File: config.mk
export PLATFORM = sky130hd
export DESIGN_NAME = parking_gate_sensor_flat
export DESIGN_NICKNAME = d
export VERILOG_FILES = /design/src/rtl/parking_gate_sensor_if.sv /design/src/rtl/parking_gate_sensor.sv /design/src/flat_wrapper.sv
export SDC_FILE = /design/constraint.sdc
export NUM_CORES = 1
export LEC_CHECK = 0
export ABC_AREA = 1
export BUFFER_PORTS_ARGS = -buffer_cell sky130_fd_sc_hd__buf_4
export CORE_AREA = 2 2 48 50
export DETAILED_ROUTE_END_ITERATION = 8
export DIE_AREA = 0 0 50 52
export PLACE_DENSITY = 0.71
export SYNTH_ARGS = -nofsm -noshare
export SYNTH_HDL_FRONTEND = slang
export SYNTH_SLANG_ARGS = --single-unit
File: constraint.sdc
create_clock -name clk -period 2.1 [get_ports clk]
set_input_delay 0.525 -clock clk [delete_from_list [all_inputs] [get_ports clk]]
set_output_delay 0.525 -clock clk [all_outputs]
set_load 0.05 [all_outputs]
File: src/rtl/parking_gate_sensor_if.sv
// Sensor inputs and passage outputs of the parking gate front end.
// The bench drives the master side; the gate sensor block is the slave.
interface parking_gate_sensor_if;
   logic a;
   logic b;
   logic enter;
   logic exit;
   logic busy;
   logic err;

   modport master (
      output a,
      output b,
      input  enter,
      input  exit,
      input  busy,
      input  err
   );

   modport slave (
      input  a,
      input  b,
      output enter,
      output exit,
      output busy,
      output err
   );
endinterface

File: src/rtl/parking_gate_sensor.sv
// Parking gate front end: synchronizes and debounces the two photo-sensors, then tracks
// the passage direction and emits one enter/exit pulse per complete, legal passage.
module parking_gate_sensor #(
   parameter int unsigned SYNC_STAGES = 2,
   parameter int unsigned DEBOUNCE    = 4,
   parameter int unsigned CNT_W       = 3
) (
   input logic                   clk,
   input logic                   rst_n,
   parking_gate_sensor_if.slave  gate_if
);

   typedef enum logic [2:0] {
      StIdle, StE1, StE2, StE3, StX1, StX2, StX3, StErr
   } state_e;

   // Bit 1 carries sensor a (outer beam), bit 0 sensor b (inner beam).
   logic [1:0]                  raw;
   logic [1:0][SYNC_STAGES-1:0] sync_q, sync_d;
   logic [1:0]                  synced;
   logic [1:0]                  filt_q, filt_d;
   logic [1:0][CNT_W-1:0]       cnt_q, cnt_d;

   state_e state_q, state_d;
   logic   enter_q, enter_d;
   logic   exit_q, exit_d;

   assign raw = {gate_if.a, gate_if.b};

   always_comb begin
      for (int i = 0; i < 2; i++) begin
         sync_d[i] = {sync_q[i][SYNC_STAGES-2:0], raw[i]};
         synced[i] = sync_q[i][SYNC_STAGES-1];
         filt_d[i] = filt_q[i];
         cnt_d[i]  = '0;
         if (synced[i] != filt_q[i]) begin
            if (cnt_q[i] == CNT_W'(DEBOUNCE - 1)) begin
               filt_d[i] = synced[i];
            end else begin
               cnt_d[i] = cnt_q[i] + 1'b1;
            end
         end
      end
   end

   // The FSM looks at the filtered value being loaded this edge, so it moves on the same
   // edge the filter settles and the pulse lands SYNC_STAGES+DEBOUNCE-1 edges after sampling.
   always_comb begin
      state_d = state_q;
      enter_d = 1'b0;
      exit_d  = 1'b0;
      case (state_q)
         StIdle: begin
            case (filt_d)
               2'b10:   state_d = StE1;
               2'b01:   state_d = StX1;
               2'b11:   state_d = StErr;
               default: ;
            endcase
         end
         StE1: begin
            case (filt_d)
               2'b11:   state_d = StE2;
               2'b00:   state_d = StIdle;
               2'b01:   state_d = StErr;
               default: ;
            endcase
         end
         StE2: begin
            case (filt_d)
               2'b01:   state_d = StE3;
               2'b10:   state_d = StE1;
               2'b00:   state_d = StErr;
               default: ;
            endcase
         end
         StE3: begin
            case (filt_d)
               2'b00: begin
                  state_d = StIdle;
                  enter_d = 1'b1;
               end
               2'b11:   state_d = StE2;
               2'b10:   state_d = StErr;
               default: ;
            endcase
         end
         StX1: begin
            case (filt_d)
               2'b11:   state_d = StX2;
               2'b00:   state_d = StIdle;
               2'b10:   state_d = StErr;
               default: ;
            endcase
         end
         StX2: begin
            case (filt_d)
               2'b10:   state_d = StX3;
               2'b01:   state_d = StX1;
               2'b00:   state_d = StErr;
               default: ;
            endcase
         end
         StX3: begin
            case (filt_d)
               2'b00: begin
                  state_d = StIdle;
                  exit_d  = 1'b1;
               end
               2'b11:   state_d = StX2;
               2'b01:   state_d = StErr;
               default: ;
            endcase
         end
         StErr: begin
            if (filt_d == 2'b00) state_d = StIdle;
         end
         default: state_d = StErr;
      endcase
   end

   always_ff @(posedge clk or negedge rst_n) begin
      if (!rst_n) begin
         sync_q  <= '0;
         filt_q  <= '0;
         cnt_q   <= '0;
         state_q <= StIdle;
         enter_q <= 1'b0;
         exit_q  <= 1'b0;
      end else begin
         sync_q  <= sync_d;
         filt_q  <= filt_d;
         cnt_q   <= cnt_d;
         state_q <= state_d;
         enter_q <= enter_d;
         exit_q  <= exit_d;
      end
   end

   assign gate_if.enter = enter_q;
   assign gate_if.exit  = exit_q;
   assign gate_if.busy  = (state_q != StIdle);
   assign gate_if.err   = (state_q == StErr);

endmodule
File: src/flat_wrapper.sv
// flat-port wrapper written by rule: the top's interface ports become plain ports
module parking_gate_sensor_flat 
#(
   parameter int unsigned SYNC_STAGES = 2,
   parameter int unsigned DEBOUNCE    = 4,
   parameter int unsigned CNT_W       = 3
)
  (clk, rst_n, gate_if_a, gate_if_b, gate_if_enter, gate_if_exit, gate_if_busy, gate_if_err);
  parking_gate_sensor_if gate_if_i ();
  input logic clk;
  input logic rst_n;
  input wire logic [$bits(gate_if_i.a)-1:0] gate_if_a;
  input wire logic [$bits(gate_if_i.b)-1:0] gate_if_b;
  output wire logic [$bits(gate_if_i.enter)-1:0] gate_if_enter;
  output wire logic [$bits(gate_if_i.exit)-1:0] gate_if_exit;
  output wire logic [$bits(gate_if_i.busy)-1:0] gate_if_busy;
  output wire logic [$bits(gate_if_i.err)-1:0] gate_if_err;
  assign gate_if_i.a = gate_if_a;
  assign gate_if_i.b = gate_if_b;
  assign gate_if_enter = gate_if_i.enter;
  assign gate_if_exit = gate_if_i.exit;
  assign gate_if_busy = gate_if_i.busy;
  assign gate_if_err = gate_if_i.err;
  parking_gate_sensor #(.SYNC_STAGES(SYNC_STAGES), .DEBOUNCE(DEBOUNCE), .CNT_W(CNT_W)) u_core (.clk(clk), .rst_n(rst_n), .gate_if(gate_if_i));
endmodule
## After elaboration in Yosys (flattened, before gate mapping)

Index checks and enable logic that the tools add are counted.
W data, S select, Z words.

| operators by class | value |
|---|---|
| $add $sub $neg | 2 |
| equal/unequal tests | 22 |
| multiplexer cells | 20 |
| reductions and logical operators | 4 |

Operators with widths:

| cell | number |
|---|---|
| $pmux W3 S3 | 7 |
| $ne A4 B1 Y1 const B | 6 |
| $pmux W3 S8 | 1 |
| $mux W3 | 5 |
| $eq A3 B2 Y1 const B | 4 |
| $eq A3 B3 Y1 const B | 4 |
| $reduce_and A8 Y1 | 1 |
| $mux W1 | 7 |
| $add A3 B1 Y3 const B | 2 |
| $eq A2 B2 Y1 const B | 2 |
| $ne A4 B3 Y1 const B | 1 |
| $eq A3 B1 Y1 const B | 1 |
| $logic_not A3 Y1 | 1 |
| $reduce_bool A3 Y1 | 1 |
| $eq A2 B1 Y1 const B | 1 |
| $logic_not A2 Y1 | 1 |
| $ne A1 B1 Y1 | 2 |
| $ne A2 B1 Y1 const B | 1 |

| storage, ports and cells | value |
|---|---|
| bits in registers | 17 |
| input port bits | 4 |
| output and inout port bits | 4 |
| logic and storage cells | 56 |

## Longest topological paths before layout

| logic depth | value |
|---|---|
| depth after elaboration | 6 |
| depth in mapped cells | 13 |
| mapped depth without buffers | 13 |

## Worst setup path after synthesis

Ideal clock, no wire load.

| timing | value |
|---|---|
| kind | reg2reg |
| start | register u_core.cnt_q[0] in the netlist's numbering |
| end | register u_core.state_q[0] |
| setup time | 0.117 ns |
| data arrival time | 1.830 ns |
| data required time | 1.983 ns |
| setup slack | 0.153 ns |
| cell stages (with the launch flop) | 12 |
| period minus slack after synthesis | 1.947 ns |
| cell sequence | dfrtp_1 -> ha_1 -> nand2_1 -> o21ai_0 -> inv_1 -> ha_1 -> inv_1 -> nand4_1 -> nand2_1 -> nor2_4 -> nand3_1 -> nand2_1 |

| between the ends | value |
|---|---|
| longest elaborated chain between the ends | 6 |

RTL lines:

| what | line | RTL |
|---|---|---|
| start: declaration | parking_gate_sensor.sv:22 | `logic [1:0][CNT_W-1:0] cnt_q, cnt_d;` |
| start signal: assignment | parking_gate_sensor.sv:133 | `cnt_q <= cnt_d;` |
| $eq A3 B2 Y1 (*) | parking_gate_sensor.sv:37 | `if (cnt_q[i] == CNT_W'(DEBOUNCE - 1)) begin` |
| $mux W1 (*) | parking_gate_sensor.sv:37 |  |
| $mux W1 (*) | parking_gate_sensor.sv:36 | `if (synced[i] != filt_q[i]) begin` |
| named net u_core.filt_d[0] | parking_gate_sensor.sv:21 | `logic [1:0] filt_q, filt_d;` |
| $eq A2 B1 Y1 (tied with other cells) | - |  |
| $pmux W3 S3 (tied with other cells) | parking_gate_sensor.sv:105 | `case (filt_d)` |
| $pmux W3 S8 / $reduce_and A8 Y1 (equally long branches) | - |  |
| end signal: assignment | parking_gate_sensor.sv:127 | `state_q <= StIdle;` |
| end signal: assignment | parking_gate_sensor.sv:134 | `state_q <= state_d;` |
| end: declaration | parking_gate_sensor.sv:24 | `state_e state_q, state_d;` |

The timed path passes the listed nets; every way through them passes the cells marked *. The select of a mux whose other input is x is not followed.
A chain may end at the register's enable or synchronous reset.

## Worst setup path in the final report

| timing | value |
|---|---|
| start | register u_core.cnt_q[3] in the netlist's numbering |
| end | register u_core.state_q[1] |

| between the ends | value |
|---|---|
| longest elaborated chain between the ends | 6 |

RTL lines:

| what | line |
|---|---|
| $eq A3 B2 Y1 (*) | parking_gate_sensor.sv:37 |
| $mux W1 (*) | parking_gate_sensor.sv:37 |
| $mux W1 (*) | parking_gate_sensor.sv:36 |
| named net u_core.filt_d[1] | parking_gate_sensor.sv:21 |
| $eq A2 B1 Y1 (tied with other cells) | - |
| $pmux W3 S3 (tied with other cells) | parking_gate_sensor.sv:105 |
| $pmux W3 S8 / $reduce_and A8 Y1 (equally long branches) | - |

Marks and branches as above.

==> results by stage <==
Clocking:
- The setup fix buffers added after clock tree synthesis is 0.
- The clock sink count is 17.
- In this run, CTS created clock tree buffers numbering 3.
- The latest clock arrival within the worst-skew pair is roughly 280 ps.
- CTS built an H-tree with a depth of 1.
- TritonCTS built the clock tree.
- The library cell used as clock root buffer is sky130_fd_sc_hd__clkbuf_4.
- The CTS clock-pin slew for the worst setup and hold paths is 90 ps.
- The maximum root-to-sink buffer count is 2.
- The number of buffers added to fix hold violations after cts is 0.

Final layout:
- Summing all multi-input logic gate instances after layout gives 542 um^2.
- The end-of-flow core utilization is approximately 55%.
- The layout filler cell count is a little under 200.
- The top cell types in the final layout, fill and taps aside, are 31 x sky130_fd_sc_hd__nand2_1, 17 x sky130_fd_sc_hd__dfrtp_1, 16 x sky130_fd_sc_hd__nor2_1.
- Compared with the post-synthesis result, the final layout area differs by 12.9%.
- The most common library cell in the layout ignoring fill and taps is sky130_fd_sc_hd__nand2_1.
- The number of antenna repair diodes is 0.
- The finished cells cover about 1200 um^2.
- The share of final-layout standard cells stronger than drive strength 1 is 20.4%.
- Across the whole layout, storage elements account for around 430 um^2.
- For this run, the number of standard cells in the final layout without fillers is 170.
- For this run, the post-layout net count is between 150 and 200.

STA:
- Clock skew on the completed layout was measured at 6.51 ps.
- The highest attainable clock frequency is ~520 MHz.
- At the pin with the least slew margin, the transition time is 337 ps.
- Setup repair after global routing left no endpoint under its margin.
- Setup violations remaining at the end of the flow were counted as 0.
- The number of pins exceeding their max-slew limit in the final report is 0.
- The worst setup slack after layout is 159 ps.
- The hold violation count in the final report is 0.
- The final period demand of the worst path is between 1500 and 2000 ps.
- The part of the cycle the worst path needs is 92.4%.
- The worst slew margin relative to its limit is between 70 and 80%.

Synthesis:
- In the post-synthesis netlist, the biggest area contributors are sky130_fd_sc_hd__dfrtp_1 41%, sky130_fd_sc_hd__ha_1 12%, sky130_fd_sc_hd__nand2_1 12%, sky130_fd_sc_hd__nand3_1 7.3%, sky130_fd_sc_hd__nor2_1 6.2%.
- The average footprint of a synthesized cell is roughly 7.9 um^2.
- Yosys mapped the design onto 18 distinct sky130hd cell types.
- In the synthesized netlist, the number of instances is 130.
- The Yosys step of the flow raised 0 warnings.
- The number of nets in the synthesized netlist is 144.
- Counting flops and latches in the post-synthesis netlist gives 17.
- The area share of the leading cell type in the synthesized netlist is ~41%.
- Summed over all instances, the cell type with the most area after synthesis is sky130_fd_sc_hd__dfrtp_1.
- The synthesized cell area is between 1000 and 1500 um^2.
- The share of synthesized area occupied by flip-flops and latches is about 41%.

Placed design:
- The placer congestion estimate is between 0.9 and 1.
- The number of placed instances, taps included, is 166.
- Before CTS, the worst setup slack after placement is -186 ps.
- The total cell area at the placement stage is approximately 1100 um^2.
- The HPWL after detailed placement is ~1500 um.
- Port buffering added 7 buffers.

Detailed routing:
- The DRC violation count after routing is 0.
- Using the TritonRoute via totals, the vias-per-cell ratio works out to between 4 and 5.
- The highest metal layer with signal wires is met4.
- After detailed routing, the wire length on met1 is a little under 900 um.
- Dividing the detail-routed wire length by the instance count gives about 11 um.
- The antenna violation net count after detailed routing is 0.
- The DRC violation total after the first TritonRoute iteration is 25.
- The length of routed met3 wiring is about 48 um.
- The count of TritonRoute iterations in the first routing pass is 4.
- The final routed wirelength across all metal layers is around 1900 um.
- The routed via count is 845.
- The met2 wire length is just over 900 um.

Critical path:
- STA classifies the critical path endpoint as a register.
- The class of the most critical setup path is register to register.
- The required time of the critical path is 2320 ps.
- The reg-to-reg critical path startpoint is u_core.cnt_q[3].
- Across all register-to-register paths, the minimum setup slack is between 150 and 200 ps.
- The arrival time of data at the critical path endpoint is 2160 ps.
- The number of cells on the worst reg-to-reg path is 13.
- The largest fanout of any net on the critical path is 6.
- The reg-to-reg endpoint is u_core.state_q[1].
- STA classifies the critical path startpoint as a register.

Power and ir drop:
- In this run, the clock network consumes about a tenth of the power.
- Power spread over the standard cell area amounts to ~1500 nW/um^2.
- The leakage component of the power is about 0.63 nW.
- Combinational logic burns about 63% of the power.
- The share of power burned in registers is 28.0%.
- VDD sags by at most 0.000702 V.
- The internal power of the cells is approximately 0.00088 W.
- The fraction of power spent switching nets is 50.4%.
- The analysis attributes to net switching a power of approximately 0.00089 W.

Global route:
- The first global-routing pass estimated 3310 um of wire.
- The total overflow left after global routing is 0.
- The largest net degree at the start of global routing is 18.
- The via count of the first global-routing pass is about 800.
- The total routing resource utilization after global routing is 16.6%.
- The number of antenna violations at the first check in global routing is 0.

Floorplanning:
- The floorplan step set the die width to approximately 50 um.
- Row generation in the floorplan step produced 17 rows.
- The total area inside the core boundary comes to between 2000 and 2500 um^2.
- The top-level port count is 8.
- The initial standard-cell utilization of the core is ~49%.
- The die is ~52 um tall.
- The die covers about 2600 um^2.

Hold path:
- In this run the worst hold path is classified as input port to asynchronous set/reset pin.

Status:
- The flow ran to the end, and the final reports show no timing, DRC or antenna violations.

Job:
- The number of maximum-capacitance constraint violations is 0.
stage by stage:
step	hold WS (ps)	total power, W	TNS (ps)
finish	80.8	0.00177	0
global route	77.2	0.00194	0
CTS	84.3	0.00176	0
detailed placement	335	0.00159	-532
global placement	335	0.00155	-98.1
floorplan	229	0.00133	0
cell type report:
cell class / instances / area share [%]
inverters: 18 / 5.81
flip-flops and latches: 17 / 36.6
well taps: 28 / 3.01
clock buffers: 4 / 2.26
multi-input cells: 94 / 46.6
repair buffers: 9 / 5.81
cells by family (layout without fill, tap and decap cells):
kind of cell	count (synthesis)	count (layout)	synth area share (%)
simple gates	80	80	36.7
buf+inv	19	31	7.28
flops	17	17	41.3
fa+ha+maj	10	10	12.1
compound gates	2	2	0.971
xor+xnor	2	2	1.70
cell usage after synthesis:
cell	number
sky130_fd_sc_hd__buf_4	1
sky130_fd_sc_hd__dfrtp_1	17
sky130_fd_sc_hd__ha_1	10
sky130_fd_sc_hd__inv_1	15
sky130_fd_sc_hd__inv_2	3
sky130_fd_sc_hd__nand2_1	32
sky130_fd_sc_hd__nand2_2	3
sky130_fd_sc_hd__nand2_4	2
sky130_fd_sc_hd__nand3_1	15
sky130_fd_sc_hd__nand4_1	3
sky130_fd_sc_hd__nor2_1	17
sky130_fd_sc_hd__nor2_2	2
sky130_fd_sc_hd__nor2_4	1
sky130_fd_sc_hd__nor3_1	2
sky130_fd_sc_hd__nor3_2	1
sky130_fd_sc_hd__nor3b_1	2
sky130_fd_sc_hd__o21ai_0	2
sky130_fd_sc_hd__xnor2_1	2
routing by layer:
layer,vias up,track usage (%)
li1,430,-
met1,394,21.4
met4,0,8.33
met2,17,27.9
met3,4,1.72
met5,-,0
registers in the layout (all words and copies together), names as in the netlist:
| name | count |
|---|---|
| u_core.gate_if.enter | 1 |
| u_core.filt_q | 2 |
| u_core.sync_q | 2 |
| u_core.cnt_q | 6 |
| u_core.sync_d | 2 |
| u_core.state_q | 3 |
| u_core.gate_if.exit | 1 |
power groups by stage:
stage | clock network (W) | logic (W) | registers (W)
floorplan | 0 | 0.000842 | 0.000492
global placement | 0 | 0.00106 | 0.000493
detailed placement | 0 | 0.00109 | 0.000501
CTS | 0.000172 | 0.00109 | 0.000495
global route | 0.000188 | 0.00124 | 0.000508
finish | 0.000165 | 0.00111 | 0.000495
how the worst max path moves through the flow:
stage                          from                end  slack [ps]
finish              u_core.cnt_q[3]  u_core.state_q[1]         160
global route        u_core.cnt_q[0]  u_core.state_q[2]           2
CTS                 u_core.cnt_q[0]  u_core.state_q[1]          20
detailed placement  u_core.cnt_q[0]  u_core.state_q[2]        -190
global placement    u_core.cnt_q[0]  u_core.state_q[1]         -40
floorplan           u_core.cnt_q[0]  u_core.state_q[0]         150
critical path: stages (launching register included):
cell and delay, ps:
sky130_fd_sc_hd__dfrtp_1 400, sky130_fd_sc_hd__ha_1 240, sky130_fd_sc_hd__nand2_1 90, sky130_fd_sc_hd__nand2_1 60
sky130_fd_sc_hd__nand2_2 110, sky130_fd_sc_hd__inv_1 130, sky130_fd_sc_hd__ha_1 250, sky130_fd_sc_hd__nor2_2 130
sky130_fd_sc_hd__nand4_1 100, sky130_fd_sc_hd__nand2_1 130, sky130_fd_sc_hd__nor2_4 60, sky130_fd_sc_hd__nand2_4 70
sky130_fd_sc_hd__nand2_1 50, sky130_fd_sc_hd__nand2_1 70
what timing repair did:
item,in CTS,in global routing
resized for setup,1,5
endpoints found under the hold margin,0,0
endpoints found under the setup margin,3,3
Power figures use the tool's default switching activity.
